==> src/rtl/concat_sched_if.sv <==
// concat_sched bus bundle: requester beats on one side, packer feed on the other.
// master drives requests and the stall; slave is the scheduler itself.
interface concat_sched_if #(
  parameter int NUM_REQ = 4,
  parameter int CNT_W   = 16
);
  logic [NUM_REQ-1:0]    req_valid;
  logic [64*NUM_REQ-1:0] req_data;
  logic [7*NUM_REQ-1:0]  req_bits;
  logic [NUM_REQ-1:0]    req_last;
  logic [NUM_REQ-1:0]    req_ready;
  logic                  out_stall;
  logic [63:0]           pk_data;
  logic [6:0]            pk_valid_bits;
  logic                  pk_msg_fin;
  logic                  pk_stall;
  logic [2:0]            grant_id;
  logic                  busy;
  logic                  msg_done;
  logic [CNT_W-1:0]      msg_bits;
  logic                  err_len;

  modport master (
    output req_valid, req_data, req_bits, req_last, out_stall,
    input  req_ready, pk_data, pk_valid_bits, pk_msg_fin,
    input  pk_stall, grant_id, busy, msg_done, msg_bits, err_len
  );

  modport slave (
    input  req_valid, req_data, req_bits, req_last, out_stall,
    output req_ready, pk_data, pk_valid_bits, pk_msg_fin,
    output pk_stall, grant_id, busy, msg_done, msg_bits, err_len
  );
endinterface

==> src/rtl/concat_sched.sv <==
// concat_sched: round-robin message scheduler in front of a shift-concat packer.
// A grant covers one whole message, then the packer is flushed and drained.
module concat_sched #(
  parameter int NUM_REQ   = 4,
  parameter int CNT_W     = 16,
  parameter int DRAIN_CYC = 3
) (
  input logic           clk,
  input logic           rst,
  concat_sched_if.slave bus
);
  localparam logic [1:0] S_IDLE  = 2'd0;
  localparam logic [1:0] S_XFER  = 2'd1;
  localparam logic [1:0] S_FIN   = 2'd2;
  localparam logic [1:0] S_DRAIN = 2'd3;

  localparam logic [7:0] DRAIN_LD = 8'(DRAIN_CYC - 1);
  localparam logic [2:0] LAST_ID  = 3'(NUM_REQ - 1);
  localparam logic [CNT_W-1:0] CNT_MAX = '1;

  logic [1:0]       state;
  logic [2:0]       gid;
  logic [2:0]       ptr;
  logic [7:0]       dcnt;
  logic [CNT_W-1:0] cnt;
  logic [CNT_W-1:0] mbits;
  logic [63:0]      pdata;
  logic [6:0]       pvb;
  logic             pfin;
  logic             done;
  logic             err;

  logic               stall;
  logic               any;
  logic               hit_hi;
  logic               hit_lo;
  logic [2:0]         pick_hi;
  logic [2:0]         pick_lo;
  logic [2:0]         pick;
  logic               sel_valid;
  logic               sel_last;
  logic [63:0]        sel_data;
  logic [6:0]         sel_bits;
  logic [63:0]        mask;
  logic [CNT_W:0]     sum;
  logic [NUM_REQ-1:0] ready;

  assign stall = bus.out_stall;

  // Two scans: indices at/after the pointer win over the wrapped ones.
  always_comb begin
    hit_hi  = 1'b0;
    hit_lo  = 1'b0;
    pick_hi = '0;
    pick_lo = '0;
    for (int i = NUM_REQ - 1; i >= 0; i--) begin
      if (bus.req_valid[i]) begin
        if (3'(i) >= ptr) begin
          hit_hi  = 1'b1;
          pick_hi = 3'(i);
        end else begin
          hit_lo  = 1'b1;
          pick_lo = 3'(i);
        end
      end
    end
    any  = hit_hi | hit_lo;
    pick = hit_hi ? pick_hi : pick_lo;
  end

  always_comb begin
    sel_valid = 1'b0;
    sel_last  = 1'b0;
    sel_data  = '0;
    sel_bits  = '0;
    ready     = '0;
    for (int i = 0; i < NUM_REQ; i++) begin
      if (gid == 3'(i)) begin
        sel_valid = bus.req_valid[i];
        sel_last  = bus.req_last[i];
        sel_data  = bus.req_data[64*i +: 64];
        sel_bits  = bus.req_bits[7*i +: 7];
        ready[i]  = (state == S_XFER) && !stall;
      end
    end
  end

  assign mask = (sel_bits >= 7'd64) ? '1
              : ((64'd1 << sel_bits) - 64'd1);
  assign sum  = {1'b0, cnt} + (CNT_W+1)'(sel_bits);

  always_ff @(posedge clk) begin
    if (rst) begin
      state <= S_IDLE;
      gid   <= '0;
      ptr   <= '0;
      dcnt  <= '0;
      cnt   <= '0;
      mbits <= '0;
      pdata <= '0;
      pvb   <= '0;
      pfin  <= 1'b0;
      done  <= 1'b0;
      err   <= 1'b0;
    end else if (!stall) begin
      pdata <= '0;
      pvb   <= '0;
      pfin  <= 1'b0;
      done  <= 1'b0;
      unique case (state)
        S_IDLE: begin
          if (any) begin
            gid   <= pick;
            state <= S_XFER;
          end
        end
        S_XFER: begin
          if (sel_valid) begin
            if (sel_bits > 7'd64) begin
              err <= 1'b1;
            end else begin
              pdata <= sel_data & mask;
              pvb   <= sel_bits;
              cnt   <= sum[CNT_W] ? CNT_MAX : sum[CNT_W-1:0];
            end
            if (sel_last) state <= S_FIN;
          end
        end
        S_FIN: begin
          pfin  <= 1'b1;
          done  <= 1'b1;
          mbits <= cnt;
          cnt   <= '0;
          dcnt  <= DRAIN_LD;
          state <= S_DRAIN;
        end
        S_DRAIN: begin
          if (dcnt == 8'd0) begin
            ptr   <= (gid == LAST_ID) ? 3'd0 : gid + 3'd1;
            state <= S_IDLE;
          end else begin
            dcnt <= dcnt - 8'd1;
          end
        end
        default: state <= S_IDLE;
      endcase
    end
  end

  assign bus.req_ready     = ready;
  assign bus.pk_stall      = stall;
  assign bus.pk_data       = pdata;
  assign bus.pk_valid_bits = pvb;
  assign bus.pk_msg_fin    = pfin;
  assign bus.grant_id      = gid;
  assign bus.busy          = (state != S_IDLE);
  assign bus.msg_done      = done;
  assign bus.msg_bits      = mbits;
  assign bus.err_len       = err;
endmodule

==> src/flat_wrapper.sv <==
// flat-port wrapper written by rule: the top's interface ports become plain ports
module concat_sched_flat 
#(
  parameter int NUM_REQ   = 4,
  parameter int CNT_W     = 16,
  parameter int DRAIN_CYC = 3
)
  (clk, rst, bus_req_valid, bus_req_data, bus_req_bits, bus_req_last, bus_out_stall, bus_req_ready, bus_pk_data, bus_pk_valid_bits, bus_pk_msg_fin, bus_pk_stall, bus_grant_id, bus_busy, bus_msg_done, bus_msg_bits, bus_err_len);
  concat_sched_if #(.NUM_REQ(NUM_REQ), .CNT_W(CNT_W)) bus_i ();
  input logic clk;
  input logic rst;
  input wire logic [$bits(bus_i.req_valid)-1:0] bus_req_valid;
  input wire logic [$bits(bus_i.req_data)-1:0] bus_req_data;
  input wire logic [$bits(bus_i.req_bits)-1:0] bus_req_bits;
  input wire logic [$bits(bus_i.req_last)-1:0] bus_req_last;
  input wire logic [$bits(bus_i.out_stall)-1:0] bus_out_stall;
  output wire logic [$bits(bus_i.req_ready)-1:0] bus_req_ready;
  output wire logic [$bits(bus_i.pk_data)-1:0] bus_pk_data;
  output wire logic [$bits(bus_i.pk_valid_bits)-1:0] bus_pk_valid_bits;
  output wire logic [$bits(bus_i.pk_msg_fin)-1:0] bus_pk_msg_fin;
  output wire logic [$bits(bus_i.pk_stall)-1:0] bus_pk_stall;
  output wire logic [$bits(bus_i.grant_id)-1:0] bus_grant_id;
  output wire logic [$bits(bus_i.busy)-1:0] bus_busy;
  output wire logic [$bits(bus_i.msg_done)-1:0] bus_msg_done;
  output wire logic [$bits(bus_i.msg_bits)-1:0] bus_msg_bits;
  output wire logic [$bits(bus_i.err_len)-1:0] bus_err_len;
  assign bus_i.req_valid = bus_req_valid;
  assign bus_i.req_data = bus_req_data;
  assign bus_i.req_bits = bus_req_bits;
  assign bus_i.req_last = bus_req_last;
  assign bus_i.out_stall = bus_out_stall;
  assign bus_req_ready = bus_i.req_ready;
  assign bus_pk_data = bus_i.pk_data;
  assign bus_pk_valid_bits = bus_i.pk_valid_bits;
  assign bus_pk_msg_fin = bus_i.pk_msg_fin;
  assign bus_pk_stall = bus_i.pk_stall;
  assign bus_grant_id = bus_i.grant_id;
  assign bus_busy = bus_i.busy;
  assign bus_msg_done = bus_i.msg_done;
  assign bus_msg_bits = bus_i.msg_bits;
  assign bus_err_len = bus_i.err_len;
  concat_sched #(.NUM_REQ(NUM_REQ), .CNT_W(CNT_W), .DRAIN_CYC(DRAIN_CYC)) u_core (.clk(clk), .rst(rst), .bus(bus_i));
endmodule
==> config.mk <==
export PLATFORM = sky130hd
export DESIGN_NAME = concat_sched_flat
export DESIGN_NICKNAME = d
export VERILOG_FILES = /design/src/rtl/concat_sched_if.sv /design/src/rtl/concat_sched.sv /design/src/flat_wrapper.sv
export SDC_FILE = /design/constraint.sdc
export NUM_CORES = 1
export LEC_CHECK = 0
export ABC_AREA = 1
export CORE_AREA = 3 3 153 155
export DETAILED_ROUTE_END_ITERATION = 7
export DIE_AREA = 0 0 156 158
export HOLD_SLACK_MARGIN = 0.1
export PLACE_DENSITY = 0.83
export SETUP_SLACK_MARGIN = 0.02
export SYNTH_ARGS = -nofsm -noshare
export SYNTH_HDL_FRONTEND = slang
export SYNTH_SLANG_ARGS = --single-unit
==> constraint.sdc <==
create_clock -name clk -period 5.1 [get_ports clk]
set_input_delay 0.765 -clock clk [delete_from_list [all_inputs] [get_ports clk]]
set_output_delay 0.765 -clock clk [all_outputs]
set_load 0.01 [all_outputs]
==> impl_metrics.env, run 1 <==
export IMPL_layout_drive_gt1_share_pct=7.869
export IMPL_ir_worst_vdd_uv=261.8
export IMPL_ys_flop_type="dfxtp_1"
export IMPL_crit_start="u_core.bus.grant_id[0]"
export IMPL_setup_ws_ps=847.9
export IMPL_syn2layout_area_growth_pct=43.54
export IMPL_tns_ps=0
export IMPL_hold_path_class="reg2reg"
export IMPL_clock_sinks=119
export IMPL_wl_per_cell_um=21.46
export IMPL_drt_iter0_markers=1686
export IMPL_grt_overflow=0
export IMPL_synth_edff_count=0
export IMPL_ios=394
export IMPL_finalCritPeriodShare_pct=83.37
export IMPL_cts_repair_resized=0
export IMPL_slew_headroom_pct=38.34
export IMPL_place_congestion=1.026
export IMPL_min_from="u_core.bus.pk_data[22]"
export IMPL_cp_data_required_time_ps=5460
export IMPL_ys_seq_area_share_pct=23.30
export IMPL_cap_violations=0
export IMPL_fp_dieArea_um2=24650
export IMPL_hold_depth=2
export IMPL_numCtsBuffers=17
export IMPL_synth_cell_types=52
export IMPL_critical_path_startpoint_type="flop"
export IMPL_ant_nets=0
export IMPL_cts_tree="done"
export IMPL_hold_violations=0
export IMPL_root_buffer="clkbuf_16"
export IMPL_start_util_pct=46.55
export IMPL_ys_ff_latch=119
export IMPL_synthCells=1673
export IMPL_grt_pass1_vias=12381
export IMPL_dp_slack_ps=932.9
export IMPL_syn_nets=1986
export IMPL_path_clk_slew_ps=70
export IMPL_r2r_start="u_core.bus.grant_id[0]"
export IMPL_port_buffers=392
export IMPL_synth_warnings=0
export IMPL_grt_pass1_wl_mm=72.75
export IMPL_num_rows=54
export IMPL_wl_mm=49.10
export IMPL_leakage_nw=6.296
export IMPL_htreeDepth=4
export IMPL_n_antenna_cell=0
export IMPL_synth_area_leaders="dfxtp_1 23%, nand2_1 16%, a21oi_1 7.5%"
export IMPL_maxSlewViolCount=0
export IMPL_r2r_end="u_core.bus.pk_data[47]"
export IMPL_drc_errors=0
export IMPL_critPathArrivalTime_ps=4620
export IMPL_die_w_um=156
export IMPL_nets=2308
export IMPL_grt_max_degree=83
export IMPL_syn_cell_area_um2=10220
export IMPL_fillCellCount=1982
export IMPL_status="finished clean"
export IMPL_clock_path_buffers=2
export IMPL_powerDensity_nw_per_um2=384.9
export IMPL_synth_top_cell_by_area="dfxtp_1"
export IMPL_endpoint_kind="flop"
export IMPL_dp_hpwl_mm=38.51
export IMPL_cp_max_fo=34
export IMPL_worst_pin_slew_ps=922.8
export IMPL_syn_area_per_cell_um2=6.110
export IMPL_die_height_um=158
export IMPL_firstDrtPassIters=7
export IMPL_routed_via_density=5.884
export IMPL_fin_skew_ps=13.70
export IMPL_yosys_area_top_type_share_pct=23.30
export IMPL_cts_hold_buf=0
export IMPL_core_um2=21960
export IMPL_min_period_ps=4252
export IMPL_reg2reg_slack_ps=850
export IMPL_synthArstFlopShare_pct=0
export IMPL_crit_type="reg2reg"
export IMPL_worstSkewPairLatency_ps=440
export IMPL_num_vias=13462
export IMPL_rsz0062_at_grt="false"
export IMPL_ff2ff_path_depth=18
export IMPL_track_usage_pct=38.09
export IMPL_setup_viol=0
export IMPL_whs_endpoint="u_core.bus.pk_data[22]"
export IMPL_timing_fmax_mhz=235.2
export IMPL_cts_setup_buffers=0
export IMPL_antenna_found_initial=1
-- worst max-delay path: stages, from the launching register on --
cell and delay [ps]:
dfxtp_1 430, ha_4 470, inv_2 280, nor2_1 280
inv_1 80, nand2_2 400, nand2_1 170, nor2_4 140
nand2_1 70, inv_2 100, nand3_2 70, inv_2 100
nor2_4 60, nor2_8 400, inv_2 370, buf_4 300
a21oi_1 170, nand3_1 100, a21oi_1 130
-- cell type report --
type | instances | area (um2) | area share, %
sequential | 119 | 2382 | 16.24
tap | 280 | 350.3 | 2.388
clock buffer | 17 | 425.4 | 2.899
clock inverter | 15 | 178.9 | 1.219
multi-input combinational | 1329 | 6854 | 46.71
timing repair buffer | 406 | 4021 | 27.41
inverter | 122 | 460.4 | 3.138
-- synth_stat cells (all sizes together), types with 3 or more instances --
cell	instances
nor3	19
o211ai	44
a31oi	7
a22oi	66
nor2	218
or2	14
a21oi	158
nand3	101
o2111ai	7
a22o	3
ha	18
clkbuf	64
dfxtp	119
nand2	470
xor2	5
o21bai	3
o21ai	96
nand4	76
buf	39
and3	3
inv	122
a211oi	4
nor4	3
-- registers in the layout, indices dropped and copies added (netlist names) --
register and cells:
u_core.cnt 16, u_core.bus.msg_bits 16, u_core.bus.pk_valid_bits 7, u_core.state 2, u_core.bus.grant_id 2, u_core.dcnt 8, u_core.bus.pk_msg_fin 1, u_core.ptr 2
u_core.bus.pk_data 64, u_core.bus.err_len 1
-- cells in the final DEF, fill, tap and decap left out, types with 18 or more instances in the layout --
cell / n
nand2_1: 447
inv_1: 105
o21ai_0: 88
nor2_2: 18
nor2_1: 182
a21oi_1: 153
a22oi_1: 66
dfxtp_1: 119
nand2_2: 19
nand3_1: 97
nand4_1: 70
clkdlybuf4s50_1: 390
o211ai_1: 44
-- through the flow --
stage	std cells	area, um2	total power, W	hold slack (ps)	util (%)
final	2288	14670	0.005648	466.0	66.82
after global routing	2288	14670	0.005950	473.0	66.82
after CTS	2288	14670	0.005542	465.2	66.82
after detailed placement	2256	14070	0.004250	448.2	64.07
after global placement	2256	14070	0.004227	446.5	64.07
after floorplan	1673	10220	0.003187	422.6	-
-- cell families after synthesis --
family	after synthesis	share of synthesized area, %
AO/OA/AOI/OAI	395	23.34
AND/OR/NAND/NOR	909	40.76
adder cells (fa/ha/maj)	18	2.203
XOR/XNOR	6	0.5141
buffers and inverters	225	9.841
other	1	0.03668
flip-flops	119	23.30
-- metal layers --
layer	global-route usage [%]	up-vias	part of all wire (%)
li1	-	6334	-
met1	48.60	6171	40
met4	15.43	2	4.4
met2	62.37	805	46
met5	0	-	0.020
met3	8.693	150	10
-- power breakdown --
part	total [W]	leakage (nW)	internal, W	switching (W)
combinational	0.00332	5.04	0.00105	0.00228
clock	0.00130	0.292	0.000742	0.000554
sequential	0.00103	0.962	0.000986	0.0000429
-- worst max-delay path by stage --
stage                              to
6_report       u_core.bus.pk_data[47]
5_1_grt        u_core.bus.pk_data[47]
4_1_cts        u_core.bus.pk_data[47]
3_5_place_dp   u_core.bus.pk_data[47]
3_3_place_gp            u_core.cnt[1]
2_1_floorplan           u_core.cnt[1]
Power figures use the tool's default switching activity.
==> run 2: changes to the inputs <==
--- a/config.mk
+++ b/config.mk
@@ -6,11 +6,11 @@
 export NUM_CORES = 1
 export LEC_CHECK = 0
 export ABC_AREA = 1
-export CORE_AREA = 3 3 153 155
+export CORE_MARGIN = 3
+export CORE_UTILIZATION = 45
 export DETAILED_ROUTE_END_ITERATION = 7
-export DIE_AREA = 0 0 156 158
 export HOLD_SLACK_MARGIN = 0.1
-export PLACE_DENSITY = 0.83
+export PLACE_DENSITY = 0.82
 export SETUP_SLACK_MARGIN = 0.02
 export SYNTH_ARGS = -nofsm -noshare
 export SYNTH_HDL_FRONTEND = slang
==> constraint.sdc (replaced) <==
create_clock -name clk -period 4.16 [get_ports clk]
set_input_delay 0.624 -clock clk [delete_from_list [all_inputs] [get_ports clk]]
set_output_delay 0.624 -clock clk [all_outputs]
set_load 0.01 [all_outputs]
==> run 2 against run 1 <==
Net effect: via count barely moved; clock power rose by 17%; die area fell by 0.35%; non-clock buffer count rose by 12; flip-flop and latch count did not move; power rose by 21%; largest power group unchanged.
==> impl_metrics.env, run 2 (synthesis gave the netlist of run 1 again) <==
export IMPL_finalPower_w=0.006831
export IMPL_cap_violations=0
export IMPL_num_vias=13452
export IMPL_critical_path_startpoint_type="flop"
export IMPL_hold_path_class="reg2reg"
export IMPL_dp_slack_ps=447.0
export IMPL_ant_nets=0
export IMPL_cts_hold_buf=0
export IMPL_nets=2320
export IMPL_crit_type="reg2reg"
export IMPL_maxSlewViolCount=0
export IMPL_core_um2=22090
export IMPL_final_common_cell="nand2_1"
export IMPL_die_height_um=156.7
export IMPL_path_clk_slew_ps=60
export IMPL_layout_drive_gt1_share_pct=8.416
export IMPL_numCtsBuffers=17
export IMPL_met2_length_mm=22.83
export IMPL_routed_via_density=5.841
export IMPL_syn2layout_area_growth_pct=44.48
export IMPL_dr_max_layer_used="met4"
export IMPL_hold_violations=0
export IMPL_timing_fmax_mhz=265.6
export IMPL_worstSkewPairLatency_ps=430
export IMPL_powerDensity_nw_per_um2=462.5
export IMPL_cts_repair_resized=0
export IMPL_grt_pass1_vias=12622
export IMPL_leakage_nw=6.356
export IMPL_clock_sinks=119
export IMPL_htreeDepth=4
export IMPL_clock_path_buffers=2
export IMPL_fin_skew_ps=8.822
export IMPL_start_util_pct=46.27
export IMPL_ios=394
export IMPL_r2r_start="u_core.bus.grant_id[0]"
export IMPL_firstDrtPassIters=8
export IMPL_endpoint_kind="flop"
export IMPL_wl_mm=48.37
export IMPL_grt_overflow=0
export IMPL_wl_met3_mm=4.678
export IMPL_setup_viol=0
export IMPL_port_buffers=392
export IMPL_dp_hpwl_mm=37.61
export IMPL_antenna_found_initial=3
export IMPL_cp_data_required_time_ps=4450
export IMPL_root_buffer="clkbuf_16"
export IMPL_critPathArrivalTime_ps=4060
export IMPL_reg2reg_slack_ps=400
export IMPL_grt_max_degree=82
export IMPL_tns_ps=0
export IMPL_cts_setup_buffers=0
export IMPL_hold_depth=1
export IMPL_ff2ff_path_depth=16
export IMPL_wl_per_cell_um=21.00
export IMPL_setup_ws_ps=395.6
export IMPL_die_w_um=156.7
export IMPL_grt_pass1_wl_mm=71.82
export IMPL_r2r_end="u_core.cnt[1]"
export IMPL_drt_met1_wl_mm=18.60
export IMPL_finalCritPeriodShare_pct=90.49
export IMPL_num_rows=54
export IMPL_drc_errors=0
export IMPL_whs_endpoint="u_core.dcnt[7]"
export IMPL_track_usage_pct=37.31
export IMPL_cts_tree="done"
export IMPL_cp_max_fo=21
export IMPL_min_period_ps=3764
export IMPL_status="finished clean"
export IMPL_fin_util_pct=66.85
export IMPL_largest_reg_flops=64
export IMPL_ir_worst_vdd_uv=314.4
export IMPL_fp_dieArea_um2=24560
export IMPL_rsz0062_at_grt="false"
export IMPL_drt_iter0_markers=1899
export IMPL_worst_pin_slew_ps=819.3
export IMPL_min_from="u_core.dcnt[7]"
export IMPL_place_congestion=1.071
export IMPL_slew_headroom_pct=45.30
export IMPL_mostFrequentLayoutCells="447 x nand2_1, 390 x clkdlybuf4s50_1, 182 x nor2_1"
run 2: through the flow:
step / hold slack, ps / cells / area (um2)
after floorplan: 422.6 / 1673 / 10220
after global placement: 443.5 / 2268 / 14170
after detailed placement: 451.7 / 2268 / 14170
after CTS: 465.1 / 2300 / 14760
after global routing: 482.6 / 2303 / 14770
final: 458.2 / 2303 / 14770
run 2: layout make-up:
type                            instances  area, um2
Clock inverter                         15      167.7
Tap cell                              280      350.3
Multi-Input combinational cell       1329       6854
Sequential cell                       119       2382
Clock buffer                           17      425.4
Timing Repair Buffer                  418       4121
Fill cell                            2035       7325
Antenna cell                            3      7.507
Inverter                              122      460.4
run 2: how the worst max path moves through the flow:
stage | start | end | slack [ps] | cells past startpoint
floorplan | u_core.bus.grant_id[0] | u_core.cnt[1] | 1130 | 20
global placement | bus_req_bits[3] | u_core.cnt[1] | 570 | 15
detailed placement | bus_req_bits[3] | u_core.cnt[1] | 450 | 15
CTS | u_core.bus.grant_id[0] | u_core.cnt[1] | 490 | 16
global route | u_core.bus.grant_id[0] | u_core.cnt[1] | 140 | 16
finish | u_core.bus.grant_id[0] | u_core.cnt[1] | 400 | 16
run 2: layer usage:
metal	vias up	global-route usage [%]
li1	6360	-
met1	6208	46.64
met2	746	62.29
met3	138	7.467
met4	0	16.17
met5	-	0
run 2: worst max-delay path, cell delays in order (launching register included):
cell     delay [ps]
dfxtp_1         440
ha_2            390
buf_4           260
nand2_1          70
nand2_1         110
nand2_2          90
a21oi_4         510
ha_1            390
a21oi_1         160
o21ai_1         150
nand2_1         150
nand2_1         140
nand3_1         140
inv_1           120
or2_2           290
a22oi_1         160
nor2_1           60
run 2: report_power, final:
part | leakage, nW | switching (W) | internal [W] | total, W
Combinational | 5.10 | 0.00273 | 0.00132 | 0.00404
Clock | 0.291 | 0.000627 | 0.000896 | 0.00152
Sequential | 0.962 | 0.0000574 | 0.00121 | 0.00127
Total | 6.36 | 0.00341 | 0.00342 | 0.00683
